--- src/rtl/decode_pkg.sv ---
// Shared definitions for the instruction-decode stage: opcodes, selector
// encodings and the decoded control word.
package decode_pkg;

  // 5-bit major opcodes, instr[15:11]
  localparam logic [4:0] OP_HALT  = 5'b00000;
  localparam logic [4:0] OP_NOP   = 5'b00001;
  localparam logic [4:0] OP_ADDI  = 5'b01000;
  localparam logic [4:0] OP_ST    = 5'b10000;
  localparam logic [4:0] OP_LD    = 5'b10001;
  localparam logic [4:0] OP_LBI   = 5'b11000;
  localparam logic [4:0] OP_RTYPE = 5'b11011;
  localparam logic [4:0] OP_JAL   = 5'b00110;
  localparam logic [4:0] OP_J     = 5'b00100;

  // Destination register source
  typedef enum logic [1:0] {
    DST_RS  = 2'd0,  // instr[10:8]
    DST_RD  = 2'd1,  // instr[4:2]
    DST_R7  = 2'd2,  // link register
    DST_RT  = 2'd3   // instr[7:5]
  } dst_sel_e;

  // Immediate extraction / extension mode
  typedef enum logic [1:0] {
    IMM_SEXT5  = 2'd0,
    IMM_SEXT8  = 2'd1,
    IMM_ZEXT5  = 2'd2,
    IMM_SEXT11 = 2'd3
  } imm_sel_e;

  // Decoded control word
  typedef struct packed {
    logic     reg_write;
    logic     mem_read;
    logic     mem_write;
    logic     uses_rs;
    logic     uses_rt;
    dst_sel_e dst_sel;
    imm_sel_e imm_sel;
    logic     is_halt;
    logic     illegal;
  } ctrl_t;

  localparam ctrl_t CTRL_NONE = '{
    reg_write: 1'b0, mem_read: 1'b0, mem_write: 1'b0,
    uses_rs: 1'b0, uses_rt: 1'b0,
    dst_sel: DST_RS, imm_sel: IMM_SEXT5,
    is_halt: 1'b0, illegal: 1'b0
  };

endpackage

--- src/rtl/decode_ctrl.sv ---
// Pure combinational opcode to control-word table.
module decode_ctrl
  import decode_pkg::*;
(
  input  logic [4:0] opcode,
  output ctrl_t      ctrl
);

  // Table lookup; any opcode not listed is flagged illegal
  always_comb begin
    // NOTE: every field gets a default first so no path can infer a latch.
    ctrl = CTRL_NONE;
    case (opcode)
      OP_HALT:  ctrl.is_halt = 1'b1;
      OP_NOP:   ;
      OP_ADDI: begin
        ctrl.reg_write = 1'b1;
        ctrl.uses_rs   = 1'b1;
        ctrl.dst_sel   = DST_RT;
        ctrl.imm_sel   = IMM_SEXT5;
      end
      OP_ST: begin
        ctrl.mem_write = 1'b1;
        ctrl.uses_rs   = 1'b1;
        ctrl.uses_rt   = 1'b1;
        ctrl.imm_sel   = IMM_SEXT5;
      end
      OP_LD: begin
        ctrl.reg_write = 1'b1;
        ctrl.mem_read  = 1'b1;
        ctrl.uses_rs   = 1'b1;
        ctrl.dst_sel   = DST_RT;
        ctrl.imm_sel   = IMM_SEXT5;
      end
      OP_LBI: begin
        ctrl.reg_write = 1'b1;
        ctrl.dst_sel   = DST_RS;
        ctrl.imm_sel   = IMM_SEXT8;
      end
      OP_RTYPE: begin
        ctrl.reg_write = 1'b1;
        ctrl.uses_rs   = 1'b1;
        ctrl.uses_rt   = 1'b1;
        ctrl.dst_sel   = DST_RD;
      end
      OP_JAL: begin
        ctrl.reg_write = 1'b1;
        ctrl.dst_sel   = DST_R7;
        ctrl.imm_sel   = IMM_SEXT11;
      end
      OP_J:     ctrl.imm_sel = IMM_SEXT11;
      default:  ctrl.illegal = 1'b1;
    endcase
  end

endmodule

--- src/rtl/decode_pipe_stage.sv ---
// Instruction-decode stage: register file with optional WB bypass, control
// decode, immediate extension, load-use stall, flush, sticky halt/err and
// the ID/EX pipeline register.
module decode_pipe_stage
  import decode_pkg::*;
#(
  parameter int DATA_W    = 16,
  parameter int BYPASS_EN = 1,
  parameter int HAZARD_EN = 1
) (
  input  logic              clk,
  input  logic              rst,
  input  logic              if_valid,
  input  logic [15:0]       if_instr,
  input  logic [DATA_W-1:0] if_pc_inc,
  input  logic              ex_flush,
  input  logic              wb_regWrite,
  input  logic [2:0]        wb_write_reg,
  input  logic [DATA_W-1:0] wb_data,
  output logic              id_stall,
  output logic              idex_valid,
  output logic [DATA_W-1:0] idex_reg1,
  output logic [DATA_W-1:0] idex_reg2,
  output logic [DATA_W-1:0] idex_imm,
  output logic [DATA_W-1:0] idex_pc_inc,
  output logic [2:0]        idex_write_reg,
  output logic              idex_regWrite,
  output logic              idex_memRead,
  output logic              idex_memWrite,
  output logic [4:0]        idex_opcode,
  output logic              halted,
  output logic              err
);

  ctrl_t             ctrl;
  logic [2:0]        rs_sel, rt_sel, dst_reg;
  logic [DATA_W-1:0] regs [8];
  logic [DATA_W-1:0] rd1, rd2, imm;
  logic              hazard, capture, load_valid;

  assign rs_sel = if_instr[10:8];
  assign rt_sel = if_instr[7:5];

  decode_ctrl u_ctrl (
    .opcode (if_instr[15:11]),
    .ctrl   (ctrl)
  );

  // Register file write port
  always_ff @(posedge clk or posedge rst) begin
    if (rst) begin
      // NOTE: the register file is small and architecturally required to read
      // 0 after reset, so it is reset explicitly rather than left as RAM.
      for (int i = 0; i < 8; i++) regs[i] <= '0;
    end else if (wb_regWrite) begin
      // NOTE: state updates use <= so every register samples pre-edge values.
      regs[wb_write_reg] <= wb_data;
    end
  end

  // Read ports, optionally forwarding the same-cycle WB write
  assign rd1 = ((BYPASS_EN != 0) && wb_regWrite && (wb_write_reg == rs_sel))
             ? wb_data : regs[rs_sel];
  assign rd2 = ((BYPASS_EN != 0) && wb_regWrite && (wb_write_reg == rt_sel))
             ? wb_data : regs[rt_sel];

  // Destination register and immediate selection
  always_comb begin
    dst_reg = if_instr[10:8];
    imm     = '0;
    case (ctrl.dst_sel)
      DST_RS:  dst_reg = if_instr[10:8];
      DST_RD:  dst_reg = if_instr[4:2];
      DST_R7:  dst_reg = 3'd7;
      DST_RT:  dst_reg = if_instr[7:5];
      default: dst_reg = if_instr[10:8];
    endcase
    case (ctrl.imm_sel)
      IMM_SEXT5:  imm = {{(DATA_W-5){if_instr[4]}},   if_instr[4:0]};
      IMM_SEXT8:  imm = {{(DATA_W-8){if_instr[7]}},   if_instr[7:0]};
      IMM_ZEXT5:  imm = {{(DATA_W-5){1'b0}},          if_instr[4:0]};
      IMM_SEXT11: imm = {{(DATA_W-11){if_instr[10]}}, if_instr[10:0]};
      default:    imm = '0;
    endcase
  end

  // Load-use hazard against the instruction currently in ID/EX
  assign hazard = (HAZARD_EN != 0) && if_valid &&
                  idex_valid && idex_memRead && idex_regWrite &&
                  ((ctrl.uses_rs && (idex_write_reg == rs_sel)) ||
                   (ctrl.uses_rt && (idex_write_reg == rt_sel)));

  // Flush and halt override the stall; only a clean slot captures
  assign id_stall   = hazard && !ex_flush && !halted;
  assign capture    = if_valid && !ex_flush && !halted && !hazard;
  assign load_valid = capture && !ctrl.illegal;

  // ID/EX pipeline register plus sticky halt/err
  always_ff @(posedge clk or posedge rst) begin
    if (rst) begin
      idex_valid     <= 1'b0;
      idex_reg1      <= '0;
      idex_reg2      <= '0;
      idex_imm       <= '0;
      idex_pc_inc    <= '0;
      idex_write_reg <= '0;
      idex_regWrite  <= 1'b0;
      idex_memRead   <= 1'b0;
      idex_memWrite  <= 1'b0;
      idex_opcode    <= '0;
      halted         <= 1'b0;
      err            <= 1'b0;
    end else begin
      idex_valid     <= load_valid;
      idex_regWrite  <= load_valid && ctrl.reg_write;
      idex_memRead   <= load_valid && ctrl.mem_read;
      idex_memWrite  <= load_valid && ctrl.mem_write;
      idex_reg1      <= rd1;
      idex_reg2      <= rd2;
      idex_imm       <= imm;
      idex_pc_inc    <= if_pc_inc;
      idex_write_reg <= dst_reg;
      idex_opcode    <= if_instr[15:11];
      if (load_valid && ctrl.is_halt) halted <= 1'b1;
      if (capture && ctrl.illegal)    err    <= 1'b1;
    end
  end

endmodule

--- config.mk ---
export PLATFORM = sky130hd
export DESIGN_NAME = decode_pipe_stage
export DESIGN_NICKNAME = d
export VERILOG_FILES = /design/src/rtl/decode_pkg.sv /design/src/rtl/decode_ctrl.sv /design/src/rtl/decode_pipe_stage.sv
export SDC_FILE = /design/constraint.sdc
export NUM_CORES = 1
export LEC_CHECK = 0
export BUFFER_PORTS_ARGS = -buffer_cell sky130_fd_sc_hd__buf_4
export CAP_MARGIN = 20
export CORE_MARGIN = 1
export CORE_UTILIZATION = 45
export DETAILED_ROUTE_END_ITERATION = 16
export GPL_ROUTABILITY_DRIVEN = 0
export HOLD_SLACK_MARGIN = 0.03
export PLACE_DENSITY = 0.66
export SETUP_SLACK_MARGIN = 0.3
export SLEW_MARGIN = 0
export SYNTH_ARGS = -nofsm -noshare
export SYNTH_HDL_FRONTEND = slang
export SYNTH_HIERARCHICAL = 1
export SYNTH_SLANG_ARGS = --single-unit
--- constraint.sdc ---
create_clock -name clk -period 7.1 [get_ports clk]
set_input_delay 0.355 -clock clk [delete_from_list [all_inputs] [get_ports clk]]
set_output_delay 0.355 -clock clk [all_outputs]
set_load 0.02 [all_outputs]
==> results of run 1 <==
==> per-stage QoR <==
step | setup WS, ns | total power, mW | util (%) | instances
final | 4.15 | 3.41 | 55.2 | 1058
after detailed placement | 4.54 | 2.31 | 50.6 | 995
after global placement | 4.56 | 2.27 | 50.5 | 994
after CTS | 4.18 | 3.44 | 55.1 | 1056
after global routing | 4.08 | 3.57 | 55.2 | 1057
after floorplan | 1.26 | 2.05 | - | 642
==> how the worst max path moves through the flow <==
stage | cells past startpoint | slack (ns) | end
2_1_floorplan | 1 | 1.26 | err
3_3_place_gp | 7 | 4.56 | id_stall
3_5_place_dp | 7 | 4.54 | id_stall
4_1_cts | 8 | 4.18 | id_stall
5_1_grt | 9 | 4.08 | id_stall
6_report | 8 | 4.15 | id_stall
==> worst reg2reg max path, stage by stage (launching register included) <==
cell and delay [ns]:
sky130_fd_sc_hd__dfrtp_1 0.43, sky130_fd_sc_hd__xnor2_1 0.16, sky130_fd_sc_hd__nand4_1 0.12, sky130_fd_sc_hd__a21oi_1 0.43, sky130_fd_sc_hd__o21bai_1 0.15
==> power by group <==
group | internal (mW) | switching (mW) | leakage [nW]
sequential | 1.38 | 0.151 | 2.41
clock | 0.660 | 0.455 | 0.343
combinational | 0.441 | 0.329 | 2.30
total | 2.48 | 0.935 | 5.05
==> synthesized netlist by cell type (2+ instances only) <==
| cell type | n |
|---|---|
| sky130_fd_sc_hd__dfrtp_1 | 201 |
| sky130_fd_sc_hd__mux2_2 | 126 |
| sky130_fd_sc_hd__mux4_2 | 64 |
| sky130_fd_sc_hd__a21oi_1 | 39 |
| sky130_fd_sc_hd__mux2i_1 | 35 |
| sky130_fd_sc_hd__nor2_1 | 34 |
| sky130_fd_sc_hd__buf_4 | 31 |
| sky130_fd_sc_hd__buf_2 | 20 |
| sky130_fd_sc_hd__xnor2_1 | 13 |
| sky130_fd_sc_hd__buf_6 | 10 |
| sky130_fd_sc_hd__nand2_1 | 7 |
| sky130_fd_sc_hd__nand4_1 | 6 |
| sky130_fd_sc_hd__a21o_1 | 4 |
| sky130_fd_sc_hd__nor2b_1 | 4 |
| sky130_fd_sc_hd__nor3_1 | 4 |
| sky130_fd_sc_hd__nor3b_1 | 4 |
| sky130_fd_sc_hd__a31o_2 | 3 |
| sky130_fd_sc_hd__nand4b_2 | 3 |
| sky130_fd_sc_hd__nor4bb_1 | 3 |
| sky130_fd_sc_hd__buf_1 | 2 |
| sky130_fd_sc_hd__mux2_1 | 2 |
| sky130_fd_sc_hd__nand3_1 | 2 |
| sky130_fd_sc_hd__nor3b_4 | 2 |
| sky130_fd_sc_hd__o21bai_1 | 2 |
==> final cells by class <==
cell class | count | area [um2] | share of cell area, %
Inverter | 1 | 11.3 | 0.0971
Tap cell | 275 | 344 | 2.97
Clock buffer | 32 | 639 | 5.51
Multi-Input combinational cell | 375 | 4160 | 35.8
Antenna cell | 1 | 2.50 | 0.0216
Timing Repair Buffer | 168 | 1360 | 11.7
Sequential cell | 201 | 5030 | 43.4
Clock inverter | 5 | 57.6 | 0.496
==> kinds of logic after synthesis <==
kind of cell / count (synthesis) / share of synthesized area [%]
DFF: 201 / 52.1
xor gates and xnor gates: 13 / 1.18
buffers and inverters: 66 / 4.92
and+or+nand+nor: 82 / 5.23
muxes: 227 / 33.5
AOI/OAI and AO/OA: 53 / 3.15
==> timing repair <==
item / in CTS / in global routing
hold buffers: 24 / 0
hold endpoints to repair: 24 / 0
gates resized for setup: 0 / 0
==> per-layer routing <==
layer / GRT usage, % / up-vias / part of all wire, %
met5: 0 / - / 0
met4: 6.13 / 0 / 2.3
met3: 3.80 / 36 / 5.7
met2: 36.7 / 183 / 51
met1: 27.3 / 3042 / 41
li1: - / 2634 / -
==> impl_metrics.toml, run 1 <==
[final_layout]
drive_gt1_share_pct = 48.5
syn2layout_area_growth_pct = 20.1
final_design_area_no_fill_um2 = 11600
largest_register_ffs = 128
registers.top_by_ff_count = "regs"
fill_cells = 1705
mostFrequentLayoutCell = "sky130_fd_sc_hd__dfrtp_1"
final_net_count = 826
most-common-layout-cells = "sky130_fd_sc_hd__dfrtp_1, sky130_fd_sc_hd__buf_4, sky130_fd_sc_hd__mux2_2"

[synthesis]
syn-instance-count = 642
synth-seq-area-share_pct = 52.1
yosysTopAreaCellShare_pct = 52.1
yosys_warnings = 6
synth_seq_cells = 201
synth.top_cells.by_area = "sky130_fd_sc_hd__dfrtp_1, sky130_fd_sc_hd__mux4_2, sky130_fd_sc_hd__mux2_2"
synth_top_flop_cell = "sky130_fd_sc_hd__dfrtp_1"
synth-edff-count = 0
syn_area_per_cell_um2 = 15.0
synth_nets = 698
ys_types = 45
synthesis.area_um2 = 9660
synth_area_leader_cell = "sky130_fd_sc_hd__dfrtp_1"
synth-async-reset-ratio_pct = 100

[pwr]
total_leakage_power_nw = 5.05
p_per_area_nw_per_um2 = 294
ir_worst_vdd_mv = 0.148

[timing]
hold_violations = 3
grt_setup_unrepaired = "no"
min_period_ns = 2.95
hold_slack_ns = -0.00926
tightestPinTransition_ns = 0.956
fmaxAchievable_mhz = 339
final_setup_violation_count = 0
tns_ns = 0
worst_slew_margin_relative_to_its_limit_pct = 35.3
post-route-period-util_pct = 41.5
final.setup_skew_ns = 0.0123
finalMaxSlewViolations = 0

[detailed_routing]
postRouteWirelength_um = 22600
vias = 5895
drc_errors = 0
avgRoutedWirePerCell_um = 21.3
vias_per_cell = 5.57
antenna_left = 0
drtIter0Drc = 302
first_pass_iters = 5

[run]
cap_viol_max_count = 0

[floorplan]
dieWidth_um = 149
fp-row-count = 53
initial_core_util_pct = 46.0
coreArea_um2 = 21000
die_height_um = 149
floorplan.die_area_um2 = 22100
num_io_pins = 135

[setup_path]
worstSetupPathType = "in -> out"
r2r.worst_path.cells = 4
worst_r2r_endpoint = "halted"
reg2reg_from = "idex_write_reg[0]"
max_stage_delay_ns = 0.54
critical_path.max_fanout = 11
setup.worst_path.start_class = "primary input"
endpoint_kind = "output pin"
cp_data_arrival_time_ns = 2.59
worstPathCellList = "dlygate4sd3_1 > buf_4 > or3_1 > a21oi_1 > nand4_1 > a21oi_1 > nor3b_1 > buf_4"
rrSetupSlack_ns = 5.67
cp.buffers_inverters = 3
cp-startpoint = "if_instr[11]"
critical_path_required_ns = 6.74
worst_path_dominant_cell_family = "buffers and inverters"
crit_slowest_cell = "sky130_fd_sc_hd__dlygate4sd3_1"

[grt]
grt_pass1_vias = 6368
gr-usage-all-layers_pct = 21.2
grt_max_degree = 120
antenna_violations_before_repair = 1
grt_first_pass_wirelength_um = 35700
globalRoute.totalOverflow = 0

[clock_tree]
cts_h_tree_depth = 1
clkTransAtPathRegs_ns = 0.06
clockBufferDepth = 3
clock_sink_count = 201
post_cts.repair.setup_buffers = 0
cts_tree = "yes"
worstSkewPairLatency_ns = 0.52
root_buffer = "sky130_fd_sc_hd__clkbuf_16"
numCtsBuffers = 23

[run_status]
failed_checks = "negative hold slack"
status = "complete, but fails checks"

[placement]
placed_area_um2 = 10600
post-dp-hpwl_um = 13800
port-buffer-count = 134

[hold_path]
worstHoldPathType = "in -> async"
No activity file was read; power rests on OpenSTA's default activity.
==> run 2: changes to the inputs <==
==> constraint.sdc (replaced) <==
create_clock -name clk -period 2.93 [get_ports clk]
set_input_delay 0.1465 -clock clk [delete_from_list [all_inputs] [get_ports clk]]
set_output_delay 0.1465 -clock clk [all_outputs]
set_load 0.02 [all_outputs]
==> run 2 against run 1 <==
Net effect: setup slack lost 3.6 ns; the run now ends clean; combinational power increased by 150%; sequential share of layout area decreased by 1.4 points; critical path type unchanged; register-to-register slack worse by 4.2 ns; routed wire length grew 2.6%; clock power increased to 2.7 times the previous value; sequential power up 140%; flip-flop and latch count is the same; count of clock-buffer cells in the layout rose by 2; first-iteration DRC count up 25%.
==> impl_metrics.toml, run 2 (same netlist as run 1, synthesis figures left out) <==
[final_layout]
fill_cells = 1705
syn2layout_area_growth_pct = 24.0
most-common-layout-cells = "sky130_fd_sc_hd__dfrtp_1, sky130_fd_sc_hd__buf_4, sky130_fd_sc_hd__mux2_2"
largest_register_ffs = 128
final_net_count = 860
mostFrequentLayoutCell = "sky130_fd_sc_hd__dfrtp_1"
antennaDiodeCount = 0
postLayoutCoreUtil_pct = 57.0
registers.top_by_ff_count = "regs"
drive_gt1_share_pct = 48.7

[setup_path]
setup.worst_path.start_class = "primary input"
worstPathCellList = "dlygate4sd3_1 > buf_4 > or3_1 > a21oi_1 > nand4_1 > a21oi_2 > nor3b_1 > buf_4"
cp-startpoint = "if_instr[11]"
worst_r2r_endpoint = "idex_memWrite"
worstSetupPathType = "in -> out"
max_stage_delay_ns = 0.54
most_frequent_cell_on_critical_path = "sky130_fd_sc_hd__buf_4"
cp_num_cells = 8
critical_path_required_ns = 2.78
cp_data_arrival_time_ns = 2.27
worst_setup_path_endpoint = "id_stall"
reg2reg_from = "halted"
endpoint_kind = "output pin"
crit_slowest_cell = "sky130_fd_sc_hd__dlygate4sd3_1"
rrSetupSlack_ns = 1.52
r2r.worst_path.cells = 2
worst_path_dominant_cell_family = "buffers and inverters"
cp.buffers_inverters = 3
critical_path.max_fanout = 11

[placement]
port-buffer-count = 134
post-dp-hpwl_um = 14600

[clock_tree]
clockBufferDepth = 3
cts_h_tree_depth = 1
root_buffer = "sky130_fd_sc_hd__clkbuf_16"
clkTransAtPathRegs_ns = 0.06
post_cts.repair.setup_buffers = 0
cts_tree = "yes"
worstSkewPairLatency_ns = 0.51
clock_sink_count = 201
numCtsBuffers = 23

[pwr]
total_leakage_power_nw = 5.24
ir_worst_vdd_mv = 0.521
p_per_area_nw_per_um2 = 715

[grt]
gr-usage-all-layers_pct = 21.7
globalRoute.totalOverflow = 0
grt_pass1_vias = 6426
grt_max_degree = 150
grt_first_pass_wirelength_um = 36500
antenna_violations_before_repair = 0

[floorplan]
dieWidth_um = 149
die_height_um = 149
fp-row-count = 53
coreArea_um2 = 21000
floorplan.die_area_um2 = 22100
num_io_pins = 135
initial_core_util_pct = 46.0

[timing]
fmaxAchievable_mhz = 415
post-route-period-util_pct = 82.3
final_setup_violation_count = 0
min_period_ns = 2.41
finalMaxSlewViolations = 0
grt_setup_unrepaired = "no"
final.setup_skew_ns = 0.00721
worst_slew_margin_relative_to_its_limit_pct = 44.2
tns_ns = 0
hold_violations = 0
tightestPinTransition_ns = 0.837

[run_status]
status = "finished, final reports clean"

[detailed_routing]
avgRoutedWirePerCell_um = 21.1
antenna_left = 0
first_pass_iters = 4
vias_per_cell = 5.62
drc_errors = 0
vias = 6147
postRouteWirelength_um = 23100
drtIter0Drc = 376

[run]
cap_viol_max_count = 0

[hold_path]
worstHoldPathType = "in -> reg"
==> run 2: changes by cell type in the layout (fill, tap and decap cells not counted), moves of 2 or more <==
cell,delta
sky130_fd_sc_hd__bufinv_16,+2
sky130_fd_sc_hd__inv_6,-2
sky130_fd_sc_hd__clkbuf_8,+4
sky130_fd_sc_hd__dlygate4sd3_1,+20
sky130_fd_sc_hd__clkbuf_1,-2
sky130_fd_sc_hd__buf_4,+14
sky130_fd_sc_hd__buf_16,-2
sky130_fd_sc_hd__buf_12,+2
==> run 2: report_power, final <==
group	switching (mW)	internal, mW	total [mW]
sequential	0.357	3.33	3.69
clock	1.11	1.87	2.98
combinational	0.809	1.09	1.90
==> run 2: timing repair <==
item / in CTS / in global routing
endpoints found under the setup margin: 0 / 1
hold buffers: 44 / 0
endpoints found under the hold margin: 208 / 0
gates resized for setup: 0 / 1
==> run 2: how the worst min path moves through the flow <==
stage / startpoint / end / cells past startpoint
final: if_valid / halted / 4
after floorplan: if_instr[0] / idex_imm[0] / 0
after global routing: if_valid / err / 4
after CTS: if_valid / err / 4
after detailed placement: rst / idex_pc_inc[14] / 2
after global placement: rst / idex_pc_inc[10] / 2
==> run 2: final cells by class <==
type	count	area, um2	area share (%)
flip-flops and latches	201	5030	42.0
multi-input cells	375	4160	34.7
repair buffers	202	1650	13.8
clock buffers	34	687	5.73
well taps	275	344	2.87
clock inverters	6	105	0.877
inverters	1	7.51	0.0626
==> run 2: per-stage QoR <==
| step | area [um2] | hold WS [ns] | std cells | total power, mW | setup WS, ns |
|---|---|---|---|---|---|
| 2_1_floorplan | 9670 | 0.178 | 642 | 4.97 | 0.181 |
| 3_3_place_gp | 10700 | 0.133 | 1010 | 5.51 | 1.02 |
| 3_5_place_dp | 10700 | 0.145 | 1010 | 5.60 | 0.940 |
| 4_1_cts | 12000 | 0.0891 | 1094 | 8.65 | 0.381 |
| 5_1_grt | 12000 | 0.114 | 1094 | 8.97 | 0.352 |
| 6_report | 12000 | 0.0955 | 1094 | 8.58 | 0.518 |
==> run 2: per-layer routing <==
metal  vias to the layer above  track usage (%)  part of all wire, %
met1                      3170             28.6                   42
met3                        43             4.29                  6.2
met4                         0             5.41                  2.2
met2                       229             36.9                   49
li1                       2705                -                    -
met5                         -                0                    0
==> run 2: worst min-delay path, cell delays in order <==
cell,delay (ns)
sky130_fd_sc_hd__buf_4,0.11
sky130_fd_sc_hd__nand4_1,0.09
sky130_fd_sc_hd__a21oi_2,0.08
sky130_fd_sc_hd__o21bai_1,0.13
